[src/rtl/cpu15_pkg.sv]
// -----------------------------------------------------------------------------
// cpu15_pkg
// Shared definitions for the 15-bit CPU pipeline: opcode constants, the
// instruction-phase state encoding used by the sequencer, and the bit
// positions of the instruction fields inside PROM_OUT. Decode and execute
// stages import this package as well.
// -----------------------------------------------------------------------------
package cpu15_pkg;

  // Opcodes, PROM_OUT[14:11]
  localparam logic [3:0] OPC_ADD = 4'b0001;
  localparam logic [3:0] OPC_LDL = 4'b1000;
  localparam logic [3:0] OPC_LDH = 4'b1001;
  localparam logic [3:0] OPC_CMP = 4'b1010;
  localparam logic [3:0] OPC_JE  = 4'b1011;
  localparam logic [3:0] OPC_JMP = 4'b1100;
  localparam logic [3:0] OPC_ST  = 4'b1110;
  localparam logic [3:0] OPC_HLT = 4'b1111;

  // Instruction field positions inside PROM_OUT
  localparam int INSTR_WIDTH = 15;
  localparam int OPC_MSB     = 14;
  localparam int OPC_LSB     = 11;
  localparam int DATA_MSB    = 7;
  localparam int DATA_LSB    = 0;

  // Sequencer phase states
  typedef enum logic [2:0] {
    PH_IDLE = 3'd0,
    PH_FT   = 3'd1,
    PH_DC   = 3'd2,
    PH_EX   = 3'd3,
    PH_WB   = 3'd4,
    PH_HALT = 3'd5
  } phase_t;

endpackage

[src/rtl/pc_sequencer_next_pc.sv]
// -----------------------------------------------------------------------------
// pc_sequencer_next_pc
// Combinational next-PC resolution for the instruction retiring in WB.
// Ports:
//   opcode  : latched opcode of the current instruction
//   target  : latched branch target (OP_DATA)
//   flag    : equal flag from the execute stage
//   pc      : current program counter
//   pc_next : program counter for the following instruction
//   halt    : 1 when the instruction is hlt
// -----------------------------------------------------------------------------
module pc_sequencer_next_pc
  import cpu15_pkg::*;
#(
  parameter int PC_WIDTH = 8
) (
  input  logic [3:0]          opcode,
  input  logic [PC_WIDTH-1:0] target,
  input  logic                flag,
  input  logic [PC_WIDTH-1:0] pc,
  output logic [PC_WIDTH-1:0] pc_next,
  output logic                halt
);

  logic [PC_WIDTH-1:0] pc_inc;

  // Sequential flow wraps naturally at 2^PC_WIDTH.
  assign pc_inc = pc + PC_WIDTH'(1);

  always_comb begin
    pc_next = pc_inc;
    halt    = 1'b0;
    case (opcode)
      OPC_JMP: pc_next = target;
      OPC_JE:  pc_next = flag ? target : pc_inc;
      OPC_HLT: begin
        pc_next = pc;
        halt    = 1'b1;
      end
      default: pc_next = pc_inc;
    endcase
  end

endmodule

[src/rtl/pc_sequencer.sv]
// -----------------------------------------------------------------------------
// pc_sequencer
// Program counter and instruction-phase sequencer feeding the fetch stage.
// Each instruction walks FT -> DC -> EX -> WB, one cycle per phase, with a
// registered one-hot enable per phase. The next PC is resolved at the end of
// WB from the opcode/operand latched at the end of DC and the equal flag.
// Ports:
//   CLK      : system clock, all state changes on posedge
//   RESET    : synchronous active-high reset
//   RUN      : permit starting a new instruction (sampled in IDLE and WB)
//   OP_CODE  : PROM_OUT[14:11] of the fetched instruction
//   OP_DATA  : PROM_OUT[7:0], branch target for jmp/je
//   CMP_FLAG : equal flag from execute, sampled during WB
//   P_COUNT  : current instruction address
//   EN_FT/EN_DC/EN_EX/EN_WB : one-hot phase enables
//   HALTED   : set once hlt has retired
// -----------------------------------------------------------------------------
module pc_sequencer
  import cpu15_pkg::*;
#(
  parameter int                  PC_WIDTH = 8,
  parameter logic [PC_WIDTH-1:0] RESET_PC = '0
) (
  input  logic                CLK,
  input  logic                RESET,
  input  logic                RUN,
  input  logic [3:0]          OP_CODE,
  input  logic [7:0]          OP_DATA,
  input  logic                CMP_FLAG,
  output logic [PC_WIDTH-1:0] P_COUNT,
  output logic                EN_FT,
  output logic                EN_DC,
  output logic                EN_EX,
  output logic                EN_WB,
  output logic                HALTED
);

  phase_t              state_reg;
  phase_t              state_next;
  logic [PC_WIDTH-1:0] pc_reg;
  logic [3:0]          opc_reg;
  logic [7:0]          data_reg;
  logic                halted_reg;
  logic                en_ft_reg;
  logic                en_dc_reg;
  logic                en_ex_reg;
  logic                en_wb_reg;

  logic [PC_WIDTH-1:0] target;
  logic [PC_WIDTH-1:0] pc_next;
  logic                halt;

  // The operand field is 8 bits; fit it to the PC width.
  assign target = PC_WIDTH'(data_reg);

  pc_sequencer_next_pc #(
    .PC_WIDTH (PC_WIDTH)
  ) u_next_pc (
    .opcode  (opc_reg),
    .target  (target),
    .flag    (CMP_FLAG),
    .pc      (pc_reg),
    .pc_next (pc_next),
    .halt    (halt)
  );

  // Next-state logic
  always_comb begin
    state_next = state_reg;
    case (state_reg)
      PH_IDLE: state_next = RUN ? PH_FT : PH_IDLE;
      PH_FT:   state_next = PH_DC;
      PH_DC:   state_next = PH_EX;
      PH_EX:   state_next = PH_WB;
      PH_WB: begin
        if (halt)     state_next = PH_HALT;
        else if (RUN) state_next = PH_FT;
        else          state_next = PH_IDLE;
      end
      PH_HALT: state_next = PH_HALT;
      default: state_next = PH_IDLE;
    endcase
  end

  // State, PC and operand registers. Enables are registered from state_next
  // so they line up exactly with the state they announce.
  always_ff @(posedge CLK) begin
    if (RESET) begin
      state_reg  <= PH_IDLE;
      pc_reg     <= RESET_PC;
      opc_reg    <= '0;
      data_reg   <= '0;
      halted_reg <= 1'b0;
      en_ft_reg  <= 1'b0;
      en_dc_reg  <= 1'b0;
      en_ex_reg  <= 1'b0;
      en_wb_reg  <= 1'b0;
    end else begin
      state_reg <= state_next;
      en_ft_reg <= (state_next == PH_FT);
      en_dc_reg <= (state_next == PH_DC);
      en_ex_reg <= (state_next == PH_EX);
      en_wb_reg <= (state_next == PH_WB);

      // PROM_OUT is valid from the cycle after fetch; capture it as DC ends
      // so later input changes cannot disturb this instruction.
      if (state_reg == PH_DC) begin
        opc_reg  <= OP_CODE;
        data_reg <= OP_DATA;
      end

      if (state_reg == PH_WB) begin
        pc_reg <= pc_next;
        if (halt) begin
          halted_reg <= 1'b1;
        end
      end
    end
  end

  assign P_COUNT = pc_reg;
  assign EN_FT   = en_ft_reg;
  assign EN_DC   = en_dc_reg;
  assign EN_EX   = en_ex_reg;
  assign EN_WB   = en_wb_reg;
  assign HALTED  = halted_reg;

endmodule

[config.mk]
export PLATFORM = sky130hd
export DESIGN_NAME = pc_sequencer
export DESIGN_NICKNAME = d
export VERILOG_FILES = /design/src/rtl/cpu15_pkg.sv /design/src/rtl/pc_sequencer_next_pc.sv /design/src/rtl/pc_sequencer.sv
export SDC_FILE = /design/constraint.sdc
export NUM_CORES = 1
export LEC_CHECK = 0
export CAP_MARGIN = 10
export CELL_PAD_IN_SITES_DETAIL_PLACEMENT = 0
export CELL_PAD_IN_SITES_GLOBAL_PLACEMENT = 1
export CORE_UTILIZATION = 35
export CTS_BUF_LIST = sky130_fd_sc_hd__clkbuf_16
export CTS_CLUSTER_SIZE = 16
export DETAILED_ROUTE_END_ITERATION = 10
export HOLD_SLACK_MARGIN = 0.15
export PLACE_DENSITY = 0.74
export SETUP_SLACK_MARGIN = 0.2
export SLEW_MARGIN = 10
export SYNTH_ARGS = -nofsm -noshare
export SYNTH_HDL_FRONTEND = slang
export SYNTH_SLANG_ARGS = --single-unit
export TNS_END_PERCENT = 50
[constraint.sdc]
create_clock -name CLK -period 2.5 [get_ports CLK]
set_input_delay 0.375 -clock CLK [delete_from_list [all_inputs] [get_ports CLK]]
set_output_delay 0.375 -clock CLK [all_outputs]
set_load 0.01 [all_outputs]
==> run_results.csv <==
group,metric,value,unit
run_status,outcome,"completed",
global_route,grt_pass1_wl,4490,µm
logic_synthesis,syn_nets,154,
sta,hold_viol_final,0,
layout,layout_common_cells,"28 x dfxtp_1, 28 x clkdlybuf4s50_1, 19 x nor2_1",
layout,fin_nets,180,
logic_synthesis,yosysTopAreaCellShare,0.430,
route,drc,0,
layout,diodes,0,
clocking,cts_root_buf,"clkbuf_16",
logic_synthesis,ys_async_sr_fraction,0,
sta,fin_skew,0.00398,ns
sta,max_slew_margin,0.623,
place,dp_hpwl,1910,µm
sta,setup_viol,0,
place,gp_congestion,0.689,
critical_path,end_kind,"flip-flop",
place,portBuffers,28,
sta,fin_setup_tns,0,ns
power_and_ir_drop,vdd_ir_drop_max,0.264,mV
sta,rsz0062_at_grt,"no",
critical_path,r2r-end,"P_COUNT[0]$_SDFFE_PP0P_",
logic_synthesis,synth.distinct_cells,37,
layout,fill_cells,341,
logic_synthesis,ys_seq_area_frac,0.430,
clocking,postCtsHoldBufs,0,
critical_path,crit_required,2.69,ns
die,core_area,3440,µm²
hold_path,hold_end,"HALTED$_SDFFE_PP0P_",
die,die_w,63.1,µm
clocking,cts_buffers,3,
logic_synthesis,synth-edff-count,0,
clocking,clk_latency,0.26,ns
hold_path,worstHoldPathCells,2,
layout,syn_to_final_growth,28.6,%
clocking,post_cts_buffers,0,
route,first_iter_violations,41,
logic_synthesis,post_synth.cell_area_avg,9.53,µm²
critical_path,startpoint_type,"flip-flop",
global_route,grt_antenna_before_repair,0,
logic_synthesis,synth_area,1310,µm²
route,wl_per_cell,12.9,µm
sta,worst_pin_slew,0.564,ns
die,initial_core_util,0.379,
layout,fin_util,0.487,
layout,register_area,561,µm²
logic_synthesis,ys_seq_elements,28,
power_and_ir_drop,powerDensity,579,nW/µm²
sta,min_period,1.66,ns
global_route,grt_pass1_vias,971,
clocking,clockBufferDepth,2,
sta,maxSlewViolCount,0,
clocking,clock-sinks,28,
critical_path,critical_path_class,"reg -> reg",
die,die_height,63.1,µm
clocking,cts_tree,"done",
die,num_rows,21,
route,viasPerCell,5.00,
route,via_count,1035,
critical_path,rrSetupSlack,0.84,ns
logic_synthesis,yosys-top-cells-area,"dfxtp_1 43%, mux2i_1 12%, nor2_1 5.5%, nand3_1 3.5%, a2bb2oi_1 2.7%",
clocking,cts_resized,0,
logic_synthesis,synth_warnings,0,
layout,drive_gt1_frac,0.0932,
critical_path,crit-reg2reg-launch,"state_reg[2]$_SDFF_PP0_",
clocking,htree_num_levels,1,
critical_path,worstRegToRegCells,4,
logic_synthesis,syn_inst,137,
critical_path,cp_max_fo,11,
die,die-area,3980,µm²
power_and_ir_drop,power.leakage,0.571,nW
clocking,clk_pin_slew,0.06,ns
sta,fmax,601,MHz
hold_path,holdCritPathClass,"reg -> reg",
run,drv.max_cap_violation_count,0,
sta,fin_crit_sh,0.666,
hold_path,min_from,"HALTED$_SDFFE_PP0P_",
logic_synthesis,ys.flop_type,"dfxtp_1",
die,pin_count,29,
global_route,grt_overflow_total,0,
global_route,grt_max_degree,18,
route,dr.pass1.iters,4,
route,antenna_left,0,
route,routed_wl,2660,µm
layout,multi_input_area,678,µm²
logic_synthesis,synth_largest_area_cell,"dfxtp_1",
critical_path,critPathArrivalTime,1.86,ns
global_route,grt_util_all_layers,0.146,
## cell families after synthesis
family                     Yosys count  share of synthesized area
DFF                                 28                      0.430
xor gates and xnor gates             2                     0.0134
buffers and inverters               12                     0.0508
muxes                               17                      0.131
AOI/OAI and AO/OA                   20                      0.117
adders and majority gates            1                    0.00959
and+or+nand+nor                     57                      0.248
## cells in the mapped netlist, drive strengths merged (2+ instances only)
| cell type | number |
|---|---|
| nand2b | 2 |
| clkbuf | 4 |
| and4b | 2 |
| nand2 | 5 |
| nand3b | 2 |
| nand3 | 9 |
| o21ai | 2 |
| mux2i | 16 |
| a2bb2oi | 4 |
| a21oi | 3 |
| dfxtp | 28 |
| buf | 5 |
| o32ai | 3 |
| or2 | 3 |
| nor2 | 20 |
| inv | 3 |
| nor3b | 2 |
| nor3 | 5 |
| nand4 | 2 |
| a31oi | 5 |
| a211oi | 2 |
## layout make-up
class / instances / area share
well taps: 46 / 0.0343
inverters: 3 / 0.00671
clock buffers: 3 / 0.0447
flip-flops and latches: 28 / 0.334
multi-input cells: 97 / 0.404
repair buffers: 30 / 0.176
## where the power goes
part           switching [mW]  total, mW  internal [mW]
Sequential             0.0266      0.496          0.469
Clock                   0.150      0.362          0.212
Combinational          0.0455      0.114         0.0686
Total                   0.222      0.972          0.750
## worst max-delay path: stages, from the launching register on
cell and delay, ns:
dfxtp_1 0.56, nor3b_4 0.33, and2_1 0.36, o2111ai_1 0.17, a31oi_1 0.18
## layer usage
metal,global-route usage,wire length [µm]
met1,0.184,1350
met2,0.228,1180
met3,0.0344,82
met4,0.0785,55
met5,0,0
## per-stage QoR
stage / cells / area, µm² / hold slack, ns / worst slack (ns) / total power [mW]
finish: 207 / 1680 / 0.481 / 0.836 / 0.972
global route: 207 / 1680 / 0.526 / 0.677 / 1.01
CTS: 207 / 1680 / 0.484 / 0.830 / 0.982
detailed placement: 204 / 1600 / 0.465 / 0.621 / 0.621
global placement: 204 / 1600 / 0.459 / 0.664 / 0.618
floorplan: 137 / 1310 / 0.460 / 1.14 / 0.574
## worst max path at each step
stage                                 start                      end  cells past startpoint
finish              state_reg[2]$_SDFF_PP0_  P_COUNT[0]$_SDFFE_PP0P_                      4
global route        state_reg[2]$_SDFF_PP0_  P_COUNT[6]$_SDFFE_PP0P_                      4
CTS                 P_COUNT[4]$_SDFFE_PP0P_               P_COUNT[4]                      1
detailed placement                 CMP_FLAG  P_COUNT[5]$_SDFFE_PP0P_                      5
global placement                   CMP_FLAG  P_COUNT[5]$_SDFFE_PP0P_                      5
floorplan           P_COUNT[0]$_SDFFE_PP0P_  P_COUNT[6]$_SDFFE_PP0P_                      5
Power figures use the tool's default switching activity.
